[config.mk]
export PLATFORM = sky130hd
export DESIGN_NAME = bf_data_unit
export DESIGN_NICKNAME = d
export VERILOG_FILES = /design/src/rtl/bf_data_unit.sv
export SDC_FILE = /design/constraint.sdc
export NUM_CORES = 1
export LEC_CHECK = 0
export CAP_MARGIN = 10
export CORE_MARGIN = 2
export CORE_UTILIZATION = 36
export CTS_BUF_LIST = sky130_fd_sc_hd__clkbuf_16
export DETAILED_ROUTE_END_ITERATION = 10
export GPL_TIMING_DRIVEN = 0
export PLACE_DENSITY = 0.66
export SYNTH_ARGS = -nofsm -noshare
export SYNTH_HDL_FRONTEND = slang
export SYNTH_SLANG_ARGS = --single-unit
[constraint.sdc]
create_clock -name clk -period 5.7 [get_ports clk]
set_input_delay 1.425 -clock clk [delete_from_list [all_inputs] [get_ports clk]]
set_output_delay 1.425 -clock clk [all_outputs]
set_load 0.03 [all_outputs]
[src/rtl/bf_data_unit.sv]
// Tape data-path controller: runs cell add/sub, pointer moves and byte I/O
// against a combinational-read data memory, caching the current cell locally.
module bf_data_unit #(
  parameter int AW = 8,
  parameter int DW = 8
) (
  input  logic          clk,
  input  logic          rst_n,
  input  logic          op_valid,
  output logic          op_ready,
  input  logic [2:0]    op_code,
  input  logic [DW-1:0] op_arg,
  output logic [AW-1:0] mem_addr,
  output logic          mem_read,
  output logic          mem_write,
  output logic [DW-1:0] mem_wdata,
  input  logic [DW-1:0] mem_rdata,
  output logic          out_valid,
  input  logic          out_ready,
  output logic [DW-1:0] out_data,
  input  logic          in_valid,
  output logic          in_ready,
  input  logic [DW-1:0] in_data,
  output logic          cell_zero,
  output logic [AW-1:0] ptr
);

  localparam logic [2:0] OP_ADD   = 3'b001;
  localparam logic [2:0] OP_SUB   = 3'b010;
  localparam logic [2:0] OP_RIGHT = 3'b011;
  localparam logic [2:0] OP_LEFT  = 3'b100;
  localparam logic [2:0] OP_OUT   = 3'b101;
  localparam logic [2:0] OP_IN    = 3'b110;

  typedef enum logic [1:0] {
    LOAD     = 2'd0,
    IDLE     = 2'd1,
    WAIT_OUT = 2'd2,
    WAIT_IN  = 2'd3
  } state_t;

  state_t        r_state;
  state_t        w_next_state;
  logic [AW-1:0] r_ptr;
  logic [AW-1:0] w_next_ptr;
  logic [AW-1:0] w_step;
  logic [DW-1:0] r_cell;
  logic [DW-1:0] w_next_cell;

  assign w_step = op_arg[AW-1:0];

  always_ff @(posedge clk or negedge rst_n) begin
    if (!rst_n) begin
      r_state <= LOAD;
      r_ptr   <= '0;
      r_cell  <= '0;
    end else begin
      r_state <= w_next_state;
      r_ptr   <= w_next_ptr;
      r_cell  <= w_next_cell;
    end
  end

  // Writes go out in the same cycle the op is accepted, so the cached cell
  // and memory always agree at the next edge without a re-read.
  always_comb begin
    w_next_state = r_state;
    w_next_ptr   = r_ptr;
    w_next_cell  = r_cell;
    op_ready     = 1'b0;
    mem_read     = 1'b0;
    mem_write    = 1'b0;
    mem_wdata    = r_cell;
    out_valid    = 1'b0;
    in_ready     = 1'b0;
    unique case (r_state)
      LOAD: begin
        mem_read     = 1'b1;
        w_next_cell  = mem_rdata;
        w_next_state = IDLE;
      end
      IDLE: begin
        op_ready = 1'b1;
        if (op_valid) begin
          case (op_code)
            OP_ADD: begin
              mem_write   = 1'b1;
              mem_wdata   = r_cell + op_arg;
              w_next_cell = r_cell + op_arg;
            end
            OP_SUB: begin
              mem_write   = 1'b1;
              mem_wdata   = r_cell - op_arg;
              w_next_cell = r_cell - op_arg;
            end
            OP_RIGHT: begin
              w_next_ptr   = r_ptr + w_step;
              w_next_state = LOAD;
            end
            OP_LEFT: begin
              w_next_ptr   = r_ptr - w_step;
              w_next_state = LOAD;
            end
            OP_OUT:  w_next_state = WAIT_OUT;
            OP_IN:   w_next_state = WAIT_IN;
            default: w_next_state = IDLE;
          endcase
        end
      end
      WAIT_OUT: begin
        out_valid = 1'b1;
        if (out_ready) w_next_state = IDLE;
      end
      WAIT_IN: begin
        in_ready = 1'b1;
        if (in_valid) begin
          mem_write    = 1'b1;
          mem_wdata    = in_data;
          w_next_cell  = in_data;
          w_next_state = IDLE;
        end
      end
      default: w_next_state = LOAD;
    endcase
  end

  assign mem_addr  = r_ptr;
  assign ptr       = r_ptr;
  assign out_data  = r_cell;
  assign cell_zero = (r_cell == '0);

endmodule

==> results.toml, run 1 <==
[cells_and_area]
multi_input_area_sq_um = 1430
fill_cells = 497
syn_to_final_growth_pct = 46.9
final_core_util = 0.555
nets = 360
n_antenna_cell = 0
drive_above_1_share = 0.142
final_cells = 380
final-seq-area_sq_um = 450

[sta]
setup_viol = 0
whs_ps = 492
fmax_ghz = 0.182
slew_viol_final = 0
fin_crit_ps = 5490
final-hold-violation-count = 0
fin_crit_sh = 0.962
max-slew-margin-rel = 0.387
worst_pin_slew_ps = 917
grt_setup_unrepaired = "false"
fin_skew_ps = 1.86

[clocking]
cts_root_buf = "clkbuf_16"
clock_sinks = 18
cts_buffers = 3
cts_tree = "yes"
clk_path_buf_depth = 2
insertion_delay_ps = 250
htreeDepth = 1
clk_pin_slew_ps = 60

[worst_setup_path]
path_buf_inv = 2
rr_worst_depth = 11
cp_slowest_cell = "clkdlybuf4s50_1"
crit_path_max_fanout = 6
arrival_ps = 4060
critPathKind = "primary input to output pin"
critPathRequiredTime_ps = 4280
critPathTopFamily = "buffers and inverters"
crit_path_max_incr_delay_ps = 550
endpoint_kind = "output pin"
r2r-end = "out_data[6]"
r2r_slack_ps = 3380
reg2reg_from = "out_data[0]"
cp-start-kind = "primary input"
crit_path_cell_trace = "clkdlybuf4s50_1, nor3_4, nor2_1, xnor2_1, ha_1, o21a_1, o31a_1, a41oi_2, a21oi_1, nand3b_1, mux2i_1, buf_4"

[floorplan]
core_sq_um = 5200
design.die.area_sq_um = 6070
start_util = 0.378
die_y_um = 77.9
io_pins = 70
die_w_um = 77.9
rows = 26

[yosys]
synth_common_cells = "nor2_1, a21oi_1, dfrtp_1"
ys_top_cells_by_area = "dfrtp_1, ha_1, xnor2_1"
syn_inst = 232
synth_seq_cells = 18
synth_top_cell_by_area = "dfrtp_1"
ys.flop_type = "dfrtp_1"
avgSynthCellArea_sq_um = 8.48
ys_warn_count = 0
syn_area_sq_um = 1970
ys_seq_area_frac = 0.229
synth.top_cell.area_share = 0.229
synth_fp_nets = 281
synth-edff-count = 0
yosysMostFrequentCell = "nor2_1"
synth_async_sr_flop_share = 1.00
ys_types = 50

[drt]
vias = 1941
avgViaCountPerCell = 5.11
first_iter_violations = 49
post-route-drc-count = 0
ant_nets = 0
routedWlPerCell_um = 14.3
drt_pass1_iterations = 4
routed_wl_um = 5440

[power]
ir_worst_vdd_mv = 0.266
p_clk_frac = 0.102
total_power_uw = 1450
powerDensity_nw_per_um2 = 500
pwr-share-comb = 0.712
p_int_uw = 754
switchingPower_uw = 692
p_leak_uw = 0.00123
swShare = 0.479
pwr-share-seq = 0.185

[job]
maxCapViolCount = 0

[placement]
dp_hpwl_um = 4200
dp.cells = 371
portBuffers = 69
gp_congestion = 0.815

[min_path]
worstHoldEndpoint = "mem_addr[7]"
holdPathStages = 1
hold_start = "mem_addr[7]"
hold_class = "register to register"

[grt]
antenna_found_initial = 0
grt_usage = 0.180
overflow = 0
grt_pass1_wl_um = 8620
grt_max_degree = 19
grt_pass1_vias = 1811

[status]
status = "finished clean"
[routing by layer]
metal / GRT usage / wire (um) / up-vias
li1: - / - / 979
met1: 0.244 / 2630 / 920
met2: 0.301 / 2630 / 38
met3: 0.0174 / 122 / 4
met4: 0.0579 / 57 / 0
met5: 0 / 0 / -
[kinds of logic (layout without fill, tap and decap cells)]
kind of cell,count (synthesis),in the layout,share of synthesized area
mux,19,19,0.102
xor+xnor,19,19,0.0846
buf+inv,26,104,0.0687
simple gates,73,73,0.203
flops,18,18,0.229
fa+ha+maj,17,17,0.116
compound gates,60,60,0.197
[layout make-up]
type / instances / share of cell area
flip-flops and latches: 18 / 0.156
multi-input cells: 188 / 0.494
inverters: 14 / 0.0182
well taps: 70 / 0.0303
clock inverters: 1 / 0.00130
repair buffers: 74 / 0.246
clock buffers: 3 / 0.0260
plain buffers: 12 / 0.0286
[through the flow]
stage	setup WS [ps]	area, sq um	setup TNS (ps)
5_1_grt	34.5	2890	0
6_report	214	2890	0
2_1_floorplan	221	1970	0
3_3_place_gp	-1020	2750	-4870
4_1_cts	-159	2850	-159
3_5_place_dp	-1050	2750	-5090
[cells in the final DEF (no fill, tap or decap), drive strengths merged, types with 2 or more instances in the layout]
| cell | instances |
|---|---|
| clkdlybuf4s50 | 59 |
| o211ai | 3 |
| mux2 | 9 |
| xnor2 | 17 |
| mux2i | 10 |
| nor2b | 5 |
| nor3b | 5 |
| a21oi | 18 |
| a211oi | 3 |
| or3 | 3 |
| a22oi | 2 |
| buf | 18 |
| ha | 15 |
| a21o | 3 |
| o21ai | 16 |
| o22ai | 2 |
| dlygate4sd2 | 4 |
| nand2 | 9 |
| or4 | 3 |
| dlymetal6s2s | 2 |
| clkbuf | 6 |
| o21a | 4 |
| nor2 | 24 |
| xor2 | 2 |
| and3 | 2 |
| nor3 | 4 |
| nor4 | 2 |
| dfrtp | 18 |
| nand3 | 5 |
| inv | 14 |
| nand2b | 6 |
| nand3b | 3 |
| fa | 2 |
[worst max path at each step]
stage	start	end	slack, ps	cells after the start
final	op_arg[2]	mem_wdata[7]	210	12
after global routing	op_arg[2]	mem_wdata[7]	30	12
after CTS	op_arg[1]	mem_wdata[7]	-160	13
after detailed placement	op_code[1]	mem_wdata[7]	-1050	12
after global placement	op_code[1]	mem_wdata[7]	-1020	12
after floorplan	op_code[0]	mem_wdata[7]	220	10
[sequential cells by signal, summed over array words and instances (netlist names)]
name / flops
mem_addr: 8
out_data: 8
r_state: 2
[power by group through the flow]
stage | Clock [uW] | Combinational (uW) | Sequential [uW]
after floorplan | 0 | 575 | 360
after global placement | 0 | 1020 | 268
after detailed placement | 0 | 1030 | 271
after CTS | 150 | 1020 | 268
after global routing | 156 | 1110 | 279
final | 148 | 1030 | 268
[what timing repair did]
item / in CTS / in global routing
hold buffers: 0 / 0
pin swaps: 0 / 2
gates cloned: 0 / 0
gates resized for setup: 22 / 17
setup endpoints to repair: 7 / 6
buffers inserted: 3 / 2
Note: power is estimated with default switching activity, not from simulation.
==> run 2, diff against run 1 <==
--- a/config.mk
+++ b/config.mk
@@ -7,11 +7,11 @@
 export LEC_CHECK = 0
 export CAP_MARGIN = 10
 export CORE_MARGIN = 2
-export CORE_UTILIZATION = 36
+export CORE_UTILIZATION = 46
 export CTS_BUF_LIST = sky130_fd_sc_hd__clkbuf_16
 export DETAILED_ROUTE_END_ITERATION = 10
 export GPL_TIMING_DRIVEN = 0
-export PLACE_DENSITY = 0.66
+export PLACE_DENSITY = 0.82
 export SYNTH_ARGS = -nofsm -noshare
 export SYNTH_HDL_FRONTEND = slang
 export SYNTH_SLANG_ARGS = --single-unit
==> run 2 against run 1 <==
Clock skew increased by 0.94 ps; routed wire length fell by 5.1%; design area shrank 1.6%; critical path depth down 1; largest power group unchanged; critical path type unchanged; largest cell class unchanged.
==> results.toml, run 2 (synthesis gave the netlist of run 1 again) <==
[worst_setup_path]
crit_path_max_fanout = 6
cp_slowest_cell = "clkdlybuf4s50_1"
critPathRequiredTime_ps = 4280
crit_path_cell_trace = "clkdlybuf4s50_1, nor3_4, nor2_1, xnor2_1, ha_1, o21a_1, o31a_1, a21oi_1, a222oi_1, o21ai_0, dlygate4sd1_1"
critPathCapture = "mem_wdata[3]"
r2r_slack_ps = 3330
r2r-end = "out_data[6]"
startpoint = "op_arg[2]"
arrival_ps = 4040
rr_worst_depth = 11
reg2reg_from = "out_data[0]"
cp-start-kind = "primary input"
endpoint_kind = "output pin"
critPathKind = "primary input to output pin"
crit_path_max_incr_delay_ps = 540

[grt]
grt_usage = 0.216
grt_pass1_vias = 1892
overflow = 0
grt_pass1_wl_um = 8600
antenna_found_initial = 0
grt_max_degree = 19

[cells_and_area]
nets = 358
final_cell_mix = "clkdlybuf4s50_1, nor2_1, a21oi_1, dfrtp_1, xnor2_1"
drive_above_1_share = 0.123
final_common_cell = "clkdlybuf4s50_1"
syn_to_final_growth_pct = 44.5
n_antenna_cell = 0
fill_cells = 337

[sta]
fin_crit_ps = 5470
max-slew-margin-rel = 0.400
slew_viol_final = 0
fin_ws_ps = 233
fmax_ghz = 0.183
fin_crit_sh = 0.959
fin_skew_ps = 2.80
final-hold-violation-count = 0
setup_viol = 0
grt_setup_unrepaired = "false"
fin_tns_setup_ps = 0
worst_pin_slew_ps = 897

[drt]
routed_wl_um = 5160
post-route-drc-count = 0
ant_nets = 0
vias = 1964
first_iter_violations = 104
avgViaCountPerCell = 5.49
routedWlPerCell_um = 14.4
drt_pass1_iterations = 4

[clocking]
cts_buffers = 3
insertion_delay_ps = 250
htreeDepth = 1
clk_path_buf_depth = 2
cts_tree = "yes"
clk_pin_slew_ps = 60
cts.hold.buffers_added = 0
cts_root_buf = "clkbuf_16"
clock_sinks = 18

[floorplan]
start_util = 0.485
core_sq_um = 4060
design.die.area_sq_um = 4810
die_w_um = 69.4
die_y_um = 69.4
rows = 23
io_pins = 70

[placement]
dp_hpwl_um = 3980
gp_congestion = 0.813
portBuffers = 69
preCtsSetupSlack_ps = -1020

[job]
maxCapViolCount = 0

[power]
p_leak_uw = 0.00123
total_power_uw = 1440
ir_worst_vdd_mv = 0.283
powerDensity_nw_per_um2 = 507

[min_path]
hold_class = "register to register"
holdPathStages = 1

[status]
status = "finished clean"
[run 2: power breakdown]
group | switching (uW) | internal [uW] | leakage (uW)
sequential | 78.0 | 186 | 0.000215
clock | 55.8 | 93.6 | 0.0000385
combinational | 556 | 472 | 0.000972
total | 690 | 752 | 0.00123
[run 2: layout make-up]
type	count	area, sq um	area share
Buffer	12	82.6	0.0290
Clock buffer	3	75.1	0.0264
Clock inverter	1	3.75	0.00132
Inverter	14	52.6	0.0185
Multi-Input combinational cell	188	1420	0.498
Sequential cell	18	450	0.158
Tap cell	50	62.6	0.0220
Timing Repair Buffer	72	699	0.246
[run 2: what timing repair did]
item,in CTS,in global routing
endpoints found under the setup margin,7,6
resized for setup,23,10
pin swaps,0,2
buffers inserted,2,1
[run 2: through the flow]
step / std cells / hold slack (ps) / cell area (sq um) / util
global placement: 351 / 480 / 2720 / 0.670
CTS: 357 / 498 / 2820 / 0.695
global route: 358 / 534 / 2840 / 0.701
floorplan: 232 / 669 / 1970 / -
finish: 358 / 492 / 2840 / 0.701
detailed placement: 351 / 490 / 2720 / 0.670
[run 2: worst min path at each step]
stage / startpoint / endpoint / slack (ps)
2_1_floorplan: mem_addr[7] / mem_addr[7] / 670
3_3_place_gp: mem_addr[7] / mem_addr[7] / 480
3_5_place_dp: mem_addr[7] / mem_addr[7] / 490
4_1_cts: mem_addr[7] / mem_addr[7] / 500
5_1_grt: mem_addr[7] / mem_addr[7] / 530
6_report: mem_addr[7] / mem_addr[7] / 490
[run 2: metal layers]
metal	vias to the layer above	global-route usage	wire length (um)
met4	0	0.0566	70
met1	920	0.281	2390
li1	974	-	-
met2	63	0.376	2470
met5	-	0	0
met3	7	0.0276	228
[run 2: worst max-delay path: cells and delay by family]
family / cells / cell delay (ps)
AND/OR/NAND/NOR: 2 / 370
AO/OA/AOI/OAI: 5 / 890
buffers and inverters: 2 / 900
adder cells (fa/ha/maj): 1 / 330
XOR/XNOR: 1 / 140
==> run 3, diff against run 2 <==
--- a/config.mk
+++ b/config.mk
@@ -5,6 +5,7 @@
 export SDC_FILE = /design/constraint.sdc
 export NUM_CORES = 1
 export LEC_CHECK = 0
+export ABC_CLOCK_PERIOD_IN_PS = 5700
 export CAP_MARGIN = 10
 export CORE_MARGIN = 2
 export CORE_UTILIZATION = 46
==> results of run 3 <==
No change in the layout: final DEF, timing and power equal those of run 2.
